**config.mk**
```make
export PLATFORM = sky130hd
export DESIGN_NAME = fwrisc_regfile_mp
export DESIGN_NICKNAME = d
export VERILOG_FILES = /design/src/rtl/fwrisc_regfile_pkg.sv /design/src/rtl/fwrisc_regfile_rdport.sv /design/src/rtl/fwrisc_regfile_mp.sv
export SDC_FILE = /design/constraint.sdc
export NUM_CORES = 2
export LEC_CHECK = 0
export CAP_MARGIN = 20
export CORE_ASPECT_RATIO = 1.4
export CORE_UTILIZATION = 29
export CTS_CLUSTER_SIZE = 20
export DETAILED_ROUTE_END_ITERATION = 8
export GPL_TIMING_DRIVEN = 0
export PLACE_DENSITY_LB_ADDON = 0.25
export SLEW_MARGIN = 20
export SYNTH_ARGS = -nofsm -noshare
export SYNTH_HDL_FRONTEND = slang
export SYNTH_HIERARCHICAL = 1
export SYNTH_SLANG_ARGS = --single-unit
```
**constraint.sdc**
```tcl
create_clock -name clock -period 4.7 [get_ports clock]
set_clock_uncertainty 0.05 [all_clocks]
set_input_delay 0.47 -clock clock [delete_from_list [all_inputs] [get_ports clock]]
set_output_delay 0.47 -clock clock [all_outputs]
set_load 0.01 [all_outputs]
```
**src/rtl/fwrisc_regfile_pkg.sv**
```systemverilog
`default_nettype none
// ============================================================================
// Module   : fwrisc_regfile_pkg
// Purpose  : Shared types, default sizes and helpers for the multi-read-port
//            register file (fwrisc_regfile_mp and its read-port sub-module).
// Contents : rf_state_t   - clear-sequencer state encoding
//            c_DEF_*      - default width / depth / port-count constants
//            get_port()   - extract one lane from a packed multi-port vector
// Revision : 1.0 - initial release
// ============================================================================
package fwrisc_regfile_pkg;

    // Clear sequencer: CLEAR walks every entry writing zero, IDLE is normal use.
    typedef enum logic [0:0] {
        ST_CLEAR = 1'b0,
        ST_IDLE  = 1'b1
    } rf_state_t;

    localparam int c_DEF_DATA_WIDTH = 32;
    localparam int c_DEF_ADDR_WIDTH = 6;
    localparam int c_DEF_NUM_RD     = 2;

    // Widest packed vector get_port() accepts, and widest lane it returns.
    localparam int c_MAX_VEC_W  = 256;
    localparam int c_MAX_LANE_W = 64;

    // Returns lane idx (width bits, lane 0 in the LSBs) of vec, zero-extended.
    function automatic logic [c_MAX_LANE_W-1:0] get_port(
        input logic [c_MAX_VEC_W-1:0] vec,
        input int unsigned            idx,
        input int unsigned            width
    );
        logic [c_MAX_LANE_W-1:0] w_mask;
        // A shift of a full 64 yields 0, so the mask becomes all ones.
        w_mask = (c_MAX_LANE_W'(1) << width) - c_MAX_LANE_W'(1);
        return c_MAX_LANE_W'(vec >> (idx * width)) & w_mask;
    endfunction

endpackage : fwrisc_regfile_pkg
`default_nettype wire

```
**src/rtl/fwrisc_regfile_rdport.sv**
```systemverilog
`default_nettype none
// ============================================================================
// Module   : fwrisc_regfile_rdport
// Purpose  : One registered read port of the register file. Captures the read
//            address each edge and registers the selected data, applying the
//            write-port forward, the hardwired-zero entry and the busy blank.
// Ports    : clk, rst          - clock, asynchronous active-high reset
//            i_raddr          - read address for this port
//            i_mem_data       - current array contents at i_raddr
//            i_we/i_we_clr    - a write lands this edge / it is a clear write
//            i_waddr/i_wdata  - address and data of that write
//            i_force_zero     - register file is busy clearing next cycle
//            o_rdata          - registered read data
// Revision : 1.0 - initial release
// ============================================================================
module fwrisc_regfile_rdport
    import fwrisc_regfile_pkg::*;
#(
    parameter int DATA_WIDTH = c_DEF_DATA_WIDTH,
    parameter int ADDR_WIDTH = c_DEF_ADDR_WIDTH,
    parameter int ZERO_REG   = 1,
    parameter int BYPASS     = 1
) (
    input  logic                  clk,
    input  logic                  rst,
    input  logic [ADDR_WIDTH-1:0] i_raddr,
    input  logic [DATA_WIDTH-1:0] i_mem_data,
    input  logic                  i_we,
    input  logic                  i_we_clr,
    input  logic [ADDR_WIDTH-1:0] i_waddr,
    input  logic [DATA_WIDTH-1:0] i_wdata,
    input  logic                  i_force_zero,
    output logic [DATA_WIDTH-1:0] o_rdata
);

    logic [DATA_WIDTH-1:0] r_rdata;
    logic [DATA_WIDTH-1:0] w_rdata_next;
    logic                  w_hit;

    // Clear writes are always forwarded so the final clear edge can never leak
    // stale contents; user writes only forward when BYPASS is enabled.
    assign w_hit = i_we && (i_waddr == i_raddr) && ((BYPASS != 0) || i_we_clr);

    always_comb begin
        w_rdata_next = i_mem_data;
        if (w_hit) begin
            w_rdata_next = i_wdata;
        end
        if ((ZERO_REG != 0) && (i_raddr == '0)) begin
            w_rdata_next = '0;
        end
        if (i_force_zero) begin
            w_rdata_next = '0;
        end
    end

    always_ff @(posedge clk or posedge rst) begin
        if (rst) begin
            r_rdata <= '0;
        end else begin
            r_rdata <= w_rdata_next;
        end
    end

    assign o_rdata = r_rdata;

endmodule : fwrisc_regfile_rdport
`default_nettype wire

```
**src/rtl/fwrisc_regfile_mp.sv**
```systemverilog
`default_nettype none
// ============================================================================
// Module   : fwrisc_regfile_mp
// Purpose  : Parametrised multi-read-port register file for the fwrisc core.
//            One write port, NUM_RD registered read ports, optional hardwired
//            zero entry, optional write-first forward and a clear sequencer
//            that zeroes the whole array after reset or on clear_req.
// Ports    : clock, reset  - clock, asynchronous active-high reset
//            raddr / rdata - packed read addresses / registered read data
//            waddr, wdata, wen - write port
//            clear_req     - request a full re-clear (ignored while busy)
//            busy          - clear sequence in progress
//            wr_drop       - one-cycle pulse: a write was discarded while busy
// Revision : 1.0 - initial release
// ============================================================================
module fwrisc_regfile_mp
    import fwrisc_regfile_pkg::*;
#(
    parameter int DATA_WIDTH = c_DEF_DATA_WIDTH,
    parameter int ADDR_WIDTH = c_DEF_ADDR_WIDTH,
    parameter int NUM_RD     = c_DEF_NUM_RD,
    parameter int ZERO_REG   = 1,
    parameter int BYPASS     = 1
) (
    input  logic                         clock,
    input  logic                         reset,
    input  logic [NUM_RD*ADDR_WIDTH-1:0] raddr,
    output logic [NUM_RD*DATA_WIDTH-1:0] rdata,
    input  logic [ADDR_WIDTH-1:0]        waddr,
    input  logic [DATA_WIDTH-1:0]        wdata,
    input  logic                         wen,
    input  logic                         clear_req,
    output logic                         busy,
    output logic                         wr_drop
);

    localparam int c_DEPTH = 1 << ADDR_WIDTH;

    rf_state_t             r_state;
    rf_state_t             w_state_next;
    logic [ADDR_WIDTH-1:0] r_clr_cnt;
    logic [ADDR_WIDTH-1:0] w_clr_cnt_next;
    logic                  r_wr_drop;

    // Storage has no reset; the clear sequencer initialises it.
    logic [DATA_WIDTH-1:0] r_mem [c_DEPTH];

    logic                  w_busy;
    logic                  w_usr_wr;
    logic                  w_we;
    logic [ADDR_WIDTH-1:0] w_wa;
    logic [DATA_WIDTH-1:0] w_wd;
    logic                  w_force_zero;

    assign w_busy = (r_state == ST_CLEAR);

    // ------------------------------------------------------------------
    // Clear sequencer
    // ------------------------------------------------------------------
    always_ff @(posedge clock or posedge reset) begin
        if (reset) begin
            r_state   <= ST_CLEAR;
            r_clr_cnt <= '0;
        end else begin
            r_state   <= w_state_next;
            r_clr_cnt <= w_clr_cnt_next;
        end
    end

    always_comb begin
        w_state_next   = r_state;
        w_clr_cnt_next = r_clr_cnt;
        case (r_state)
            ST_CLEAR: begin
                w_clr_cnt_next = r_clr_cnt + 1'b1;
                // Last entry (all ones) is written on this edge.
                if (&r_clr_cnt) begin
                    w_state_next = ST_IDLE;
                end
            end
            ST_IDLE: begin
                if (clear_req) begin
                    w_state_next   = ST_CLEAR;
                    w_clr_cnt_next = '0;
                end
            end
            default: begin
                w_state_next   = ST_CLEAR;
                w_clr_cnt_next = '0;
            end
        endcase
    end

    // ------------------------------------------------------------------
    // Write arbitration: the clear sequencer owns the port while busy.
    // A user write in the same cycle as clear_req still lands (state is
    // IDLE); the sequence then overwrites it.
    // ------------------------------------------------------------------
    assign w_usr_wr = wen && !w_busy && !((ZERO_REG != 0) && (waddr == '0));
    assign w_we     = w_busy || w_usr_wr;
    assign w_wa     = w_busy ? r_clr_cnt : waddr;
    assign w_wd     = w_busy ? '0 : wdata;

    always_ff @(posedge clock) begin
        if (w_we) begin
            r_mem[w_wa] <= w_wd;
        end
    end

    always_ff @(posedge clock or posedge reset) begin
        if (reset) begin
            r_wr_drop <= 1'b0;
        end else begin
            r_wr_drop <= wen && w_busy;
        end
    end

    // Read data is blanked during every cycle in which busy will be high.
    assign w_force_zero = (w_state_next == ST_CLEAR);

    // ------------------------------------------------------------------
    // Read ports
    // ------------------------------------------------------------------
    for (genvar gi = 0; gi < NUM_RD; gi++) begin : g_rd
        logic [ADDR_WIDTH-1:0] w_ra;

        assign w_ra = ADDR_WIDTH'(get_port(c_MAX_VEC_W'(raddr), gi, ADDR_WIDTH));

        fwrisc_regfile_rdport #(
            .DATA_WIDTH (DATA_WIDTH),
            .ADDR_WIDTH (ADDR_WIDTH),
            .ZERO_REG   (ZERO_REG),
            .BYPASS     (BYPASS)
        ) u_rdport (
            .clk          (clock),
            .rst          (reset),
            .i_raddr      (w_ra),
            .i_mem_data   (r_mem[w_ra]),
            .i_we         (w_we),
            .i_we_clr     (w_busy),
            .i_waddr      (w_wa),
            .i_wdata      (w_wd),
            .i_force_zero (w_force_zero),
            .o_rdata      (rdata[gi*DATA_WIDTH +: DATA_WIDTH])
        );
    end

    assign busy    = w_busy;
    assign wr_drop = r_wr_drop;

endmodule : fwrisc_regfile_mp
`default_nettype wire

```
Yosys cells after proc, flatten, opt, wreduce, memory -nomap -nowiden
Memory sizes are Yosys's and may differ from the RTL's.
Cells that the tools add are included.

cells by class
  equal/unequal tests = 3
  reduce and logical (&&, ||, !) cells = 11
  muxes and demuxes = 15
  bitwise gates (word level) = 1
  $add $sub $neg = 1

operators by type and width
  kind                                                           count
  32-bit two-way mux                                             7
  6-bit logical NOT                                              3
  6-bit equality test                                            2
  6-bit two-way mux                                              2
  6-bit one-hot mux with 2 select lines                          1
  6-bit by 1-bit adder with 6-bit output, second input constant  1
  6-bit AND reduction                                            1
  1-bit logical AND                                              5
  1-bit two-way mux                                              4
  2-bit inequality test, second input constant                   1
  1-bit one-hot mux with 2 select lines                          1
  1-bit logical NOT                                              1
  1-bit logical OR                                               1
  1-bit NOT                                                      1

storage, ports and cells
  memories = 1
  logic and storage cells = 37
  bits in writable memories = 2048
  input bits = 54
  output and inout port bits = 66
  bits in registers = 72

memory list
  memory  depth  bits a word  rd ports  clocked after Yosys merged registers in  write ports  line                     source
  r_mem   64     32           2         0                                        1            fwrisc_regfile_mp.sv:46  logic [DATA_WIDTH-1:0] r_mem [c_DEPTH];

Logic depth before layout (Yosys ltp)
  depth after elaboration = 8
  depth in mapped cells = 13
  depth with buffers taken out = 7

By module
The synthesis kept the hierarchy.

modules (own cells, without submodules)
  module                 times used  cells each  sequential area each (µm²)  area each (µm²)
  fwrisc_regfile_mp      1           4334        61699.2                     95155.0
  fwrisc_regfile_rdport  2           157         800.8                       1607.8

Least setup slack after synthesis
OpenSTA, ideal clock, no wires.

  kind = register to register
  start point = register r_state
  end point = memory r_mem[0][0] in the netlist's numbering, enable pin
  arrival = 2.874 ns
  path slack = 1.355 ns
  clock period less this slack = 3.345 ns
  setup time = 0.421 ns
  cell stages (with the launch flop) = 7
  required time = 4.229 ns
  cell sequence = dfrtp_1 > clkbuf_1 > mux2i_1 > inv_1 > nor2_1 > nand2_1 > nor2_1

on the way
  elaborated cells on any way between the ends = 7

RTL lines
  what                    line                      source
  start, declared         fwrisc_regfile_mp.sv:39   rf_state_t r_state;
  start signal, assigned  fwrisc_regfile_mp.sv:65   r_state <= w_state_next;
  6-bit two-way mux       fwrisc_regfile_mp.sv:101  assign w_wa = w_busy ? r_clr_cnt : waddr;
  named net w_wa[4]       fwrisc_regfile_mp.sv:51   logic [ADDR_WIDTH-1:0] w_wa;
  end, declared           fwrisc_regfile_mp.sv:46

The timed path passes the listed nets, and every way through them passes these cells.

Worst setup path after layout
  start point = input raddr[2]
  end point = register g_rd[0].u_rdport.r_rdata[24]

on the way
  longest elaborated chain between the ends = 5
  elaborated cells on any way between the ends = 7

RTL lines
  what                                                        line                         source
  start, declared                                             fwrisc_regfile_mp.sv:27      input logic [NUM_RD*ADDR_WIDTH-1:0] raddr,
  branches (longest 3 deep; another with memory 64 x 32 bit)  -
  32-bit two-way mux *                                        fwrisc_regfile_rdport.sv:49  if ((ZERO_REG != 0) && (i_raddr == '0)) begin
  32-bit two-way mux *                                        fwrisc_regfile_rdport.sv:52  if (i_force_zero) begin
  named net g_rd[0].u_rdport.w_rdata_next[24]                 fwrisc_regfile_rdport.sv:37  logic [DATA_WIDTH-1:0] w_rdata_next;
  end signal, assigned                                        fwrisc_regfile_rdport.sv:61  r_rdata <= w_rdata_next;
  end, declared                                               fwrisc_regfile_rdport.sv:36  logic [DATA_WIDTH-1:0] r_rdata;

Mark *: on every way through the listed nets, which the timed path passes.
A chain may end at the register's enable or synchronous reset.

==> metrics <==
Worst path most repeated cell=buf_2; Antenna Nets Post-Route=0; FFs w/ async S/R, synth=0.0340; vias in the first global route=between 50000 and 60000; core area=about 0.34 mm^2; P&R area growth vs syn=18.9%; CP endpoint kind=flip-flop; Crit path required time=roughly 5.4 ns; layout cells sized above 1=0.413; Die Width=approximately 490 um; initial core utilization=0.292; Leak=~37 nW; Critical Path Fanout Max=10; PwrDens=around 400 mW/mm^2; via count=58800; Num CTS Buffers=approximately 200; Chip Height=691 um; maximum clock path buffer count=4; fin crit share=1.07; fin cells=9791; First-pass DRT Iterations=8; Final Wtd Congestion=1.03; drt initial violations=~9400; Max H-tree Level=4; Post-Synthesis Cell Area=a little under 0.1 mm^2; Slowest cell on crit path=o211ai_1; vias per cell=6.01; Crit path largest cell delay=roughly 0.98 ns; CTS Root Cell=clkbuf_16; setup repair after global routing missed its margin=yes; f_max=around 0.2 GHz; fin crit period=approximately 5 ns; top-level I/O count=120; Worst-path clk slew=roughly 0.070 ns; DIE AREA=around 0.34 mm^2; fill count=31100; Fin. Hold Viols=0; hpwl dp=~340000 um; row count=about 250; Post-synth EDFFs=slightly above 2000; Util after Layout=0.347; worst path cell trace=clkdlybuf4s50_1 -> buf_2 -> buf_2 -> clkbuf_2 -> buf_12 -> buf_2 -> mux2_2 -> o211ai_1 -> a21oi_1 -> nand2_1 -> o21ai_2; clk_lat worst skew=~0.91 ns; # placed instances=around 9400; status=finished, violations left; register bit total from synthesis=between 2000 and 2500; Peak VDD IR=between 0.3 and 0.4 mV; final wirelength=458000 um; Crit. Startpoint=raddr[2]; Reg2Reg Depth=8; grt ovf=0; PortBufs=about 120; Tightest Hold Check Type=in2reg; clock sink count=between 2000 and 2500; # setup viols final=roughly 100; Ys Warns=6; Setup crit start kind=input pin; largest net degree at the start of global routing=between 60 and 70; Critical R2R Launch=r_state; fin worst setup slack=-0.313 ns; distinct cell type count after synthesis=44; Synth area leaders=edfxtp_1 (63%), mux4_2 (27%), dfrtp_1 (1.8%); CTS tree=built; DRC errors left=0; Hold Path Depth=2; actual slew at the worst max-slew pin=1.30 ns; Gate Count Post-Synth=around 4600; first-pass GRT wire length=around 600000 um; GRT Util Overall=0.265; Critical Path AT=between 5 and 6 ns; max cap viols=0; final net count=roughly 5200; area leader, netlist=edfxtp_1; crit path kind=in2reg; Synth top area share=0.625; routed len/inst=~47 um; post-synthesis sequential area ratio=0.643; worst hold start=wen; average size of a mapped cell=between 20 and 25 um^2; max-slew violations=0; Worst slew margin=0.127; Reg2Reg Setup Slack=-0.11 ns; post-synth net total=between 4000 and 5000; top_reg_cell synth=edfxtp_1; failing checks=setup timing; initial antenna violation count=between 40 and 50
## power by group
group | internal [mW] | leakage (nW) | switching, mW
clock | 9.27 | 3.15 | 7.69
sequential | 22.0 | 20.0 | 0.475
combinational | 2.96 | 13.9 | 5.67
total | 34.2 | 37.1 | 13.8
## critical path: cells and delay by family
kind	cells	cell delay [ns]
AOI/OAI and AO/OA	3	1.42
buffers and inverters	6	3.15
muxes	1	0.43
and+or+nand+nor	1	0.21
## synthesized netlist by cell type, types with 27 or more instances
library cell	count
mux2_2	40
nor2_1	86
o21ai_2	60
clkbuf_1	125
buf_1	30
nand3_1	27
mux4_2	1179
edfxtp_1	2048
o211ai_1	43
nand2_1	177
a211oi_1	30
buf_2	160
a22oi_1	62
a21oi_1	34
nand4_1	65
buf_4	40
mux2i_1	178
and2_1	37
nor2b_1	35
dfrtp_1	72
## cells in the final DEF (no fill, tap or decap), types with 9 or more instances in the layout
cell,netlist,final
and2_4,2,34
clkbuf_4,0,9
clkbuf_1,125,103
a211oi_1,30,15
o22ai_1,11,10
nand3_1,27,27
a211oi_2,0,15
nor2b_1,35,35
buf_2,160,157
o21ai_2,60,60
nand2_1,177,177
a22oi_1,62,54
clkinvlp_4,0,12
clkdlybuf4s50_1,0,117
mux2_2,40,40
buf_4,40,65
clkinv_1,0,42
edfxtp_1,2048,2048
dfrtp_1,72,72
nor2_4,0,64
clkbuf_2,0,65
diode_2,0,11
buf_12,0,103
clkbuf_16,0,208
inv_1,11,10
nand4_1,65,65
o211ai_1,43,43
mux4_2,1179,1179
nor2_1,86,22
mux2i_1,178,178
o21ai_0,17,17
a21oi_1,34,32
buf_16,0,81
clkinv_2,0,32
buf_6,18,19
bufinv_16,0,21
## metal layers
| layer | routed length [um] | vias up | track usage |
|---|---|---|---|
| met4 | 51700 | 12 | 0.246 |
| met2 | 219000 | 3978 | 0.433 |
| met1 | 148000 | 32400 | 0.290 |
| li1 | - | 21400 | - |
| met3 | 38300 | 1075 | 0.0514 |
| met5 | 65 | - | 0 |
## final cells by class
| class | instances | area (um^2) | share of cell area |
|---|---|---|---|
| Sequential cell | 2120 | 63300 | 0.541 |
| Multi-Input combinational cell | 2144 | 33800 | 0.289 |
| Timing Repair Buffer | 317 | 5630 | 0.0481 |
| Tap cell | 4445 | 5560 | 0.0475 |
| Clock buffer | 250 | 5360 | 0.0458 |
| Buffer | 373 | 2090 | 0.0178 |
| Clock inverter | 120 | 1150 | 0.00985 |
| Inverter | 11 | 41.3 | 0.000353 |
| Antenna cell | 11 | 27.5 | 0.000235 |
## path summary, 6_finish.rpt
path                                                end
min                                             wr_drop
max reg2reg                                r_mem[5][23]
min in group asynchronous                       r_state
max                        g_rd[0].u_rdport/o_rdata[24]
min reg2reg                                r_clr_cnt[4]
max in group asynchronous  g_rd[0].u_rdport/o_rdata[24]
## logic make-up (layout without fill, tap and decap cells)
| family | count (synthesis) | count (layout) | share of synthesized area |
|---|---|---|---|
| adders and majority gates | 1 | 1 | 0.000127 |
| DFF | 2120 | 2120 | 0.643 |
| AOI/OAI and AO/OA | 280 | 280 | 0.0209 |
| and+or+nand+nor | 453 | 453 | 0.0221 |
| other | 0 | 11 | 0 |
| muxes | 1397 | 1397 | 0.293 |
| xor gates and xnor gates | 13 | 13 | 0.00116 |
| buffers and inverters | 384 | 1071 | 0.0196 |
## registers in the layout, indices dropped and copies added (netlist names)
signal                 flops
g_rd.u_rdport/o_rdata     64
r_state                    1
r_mem                   2048
r_clr_cnt                  6
wr_drop                    1
## stage by stage
stage	instance area (um^2)	TNS [ns]	power, mW	setup WS (ns)	hold WS (ns)
3_5_place_dp	110000	-70.54	31.3	-1.80	0.457
2_1_floorplan	98400	0	26.6	1.35	0.236
3_3_place_gp	105000	-4972.00	30.4	-2.95	0.460
5_1_grt	117000	-0.0411	48.8	-0.00876	0.175
6_report	117000	-6.38	48.0	-0.313	0.144
4_1_cts	117000	0	47.9	0.00257	0.0992
## what timing repair did
action,CTS,global route
gates resized for setup,35,26
hold endpoints to repair,34,0
setup endpoints to repair,46,46
setup buffers,0,2
hold buffers,1,0
pin swaps,2,3
Note: power is estimated with default switching activity, not from simulation.
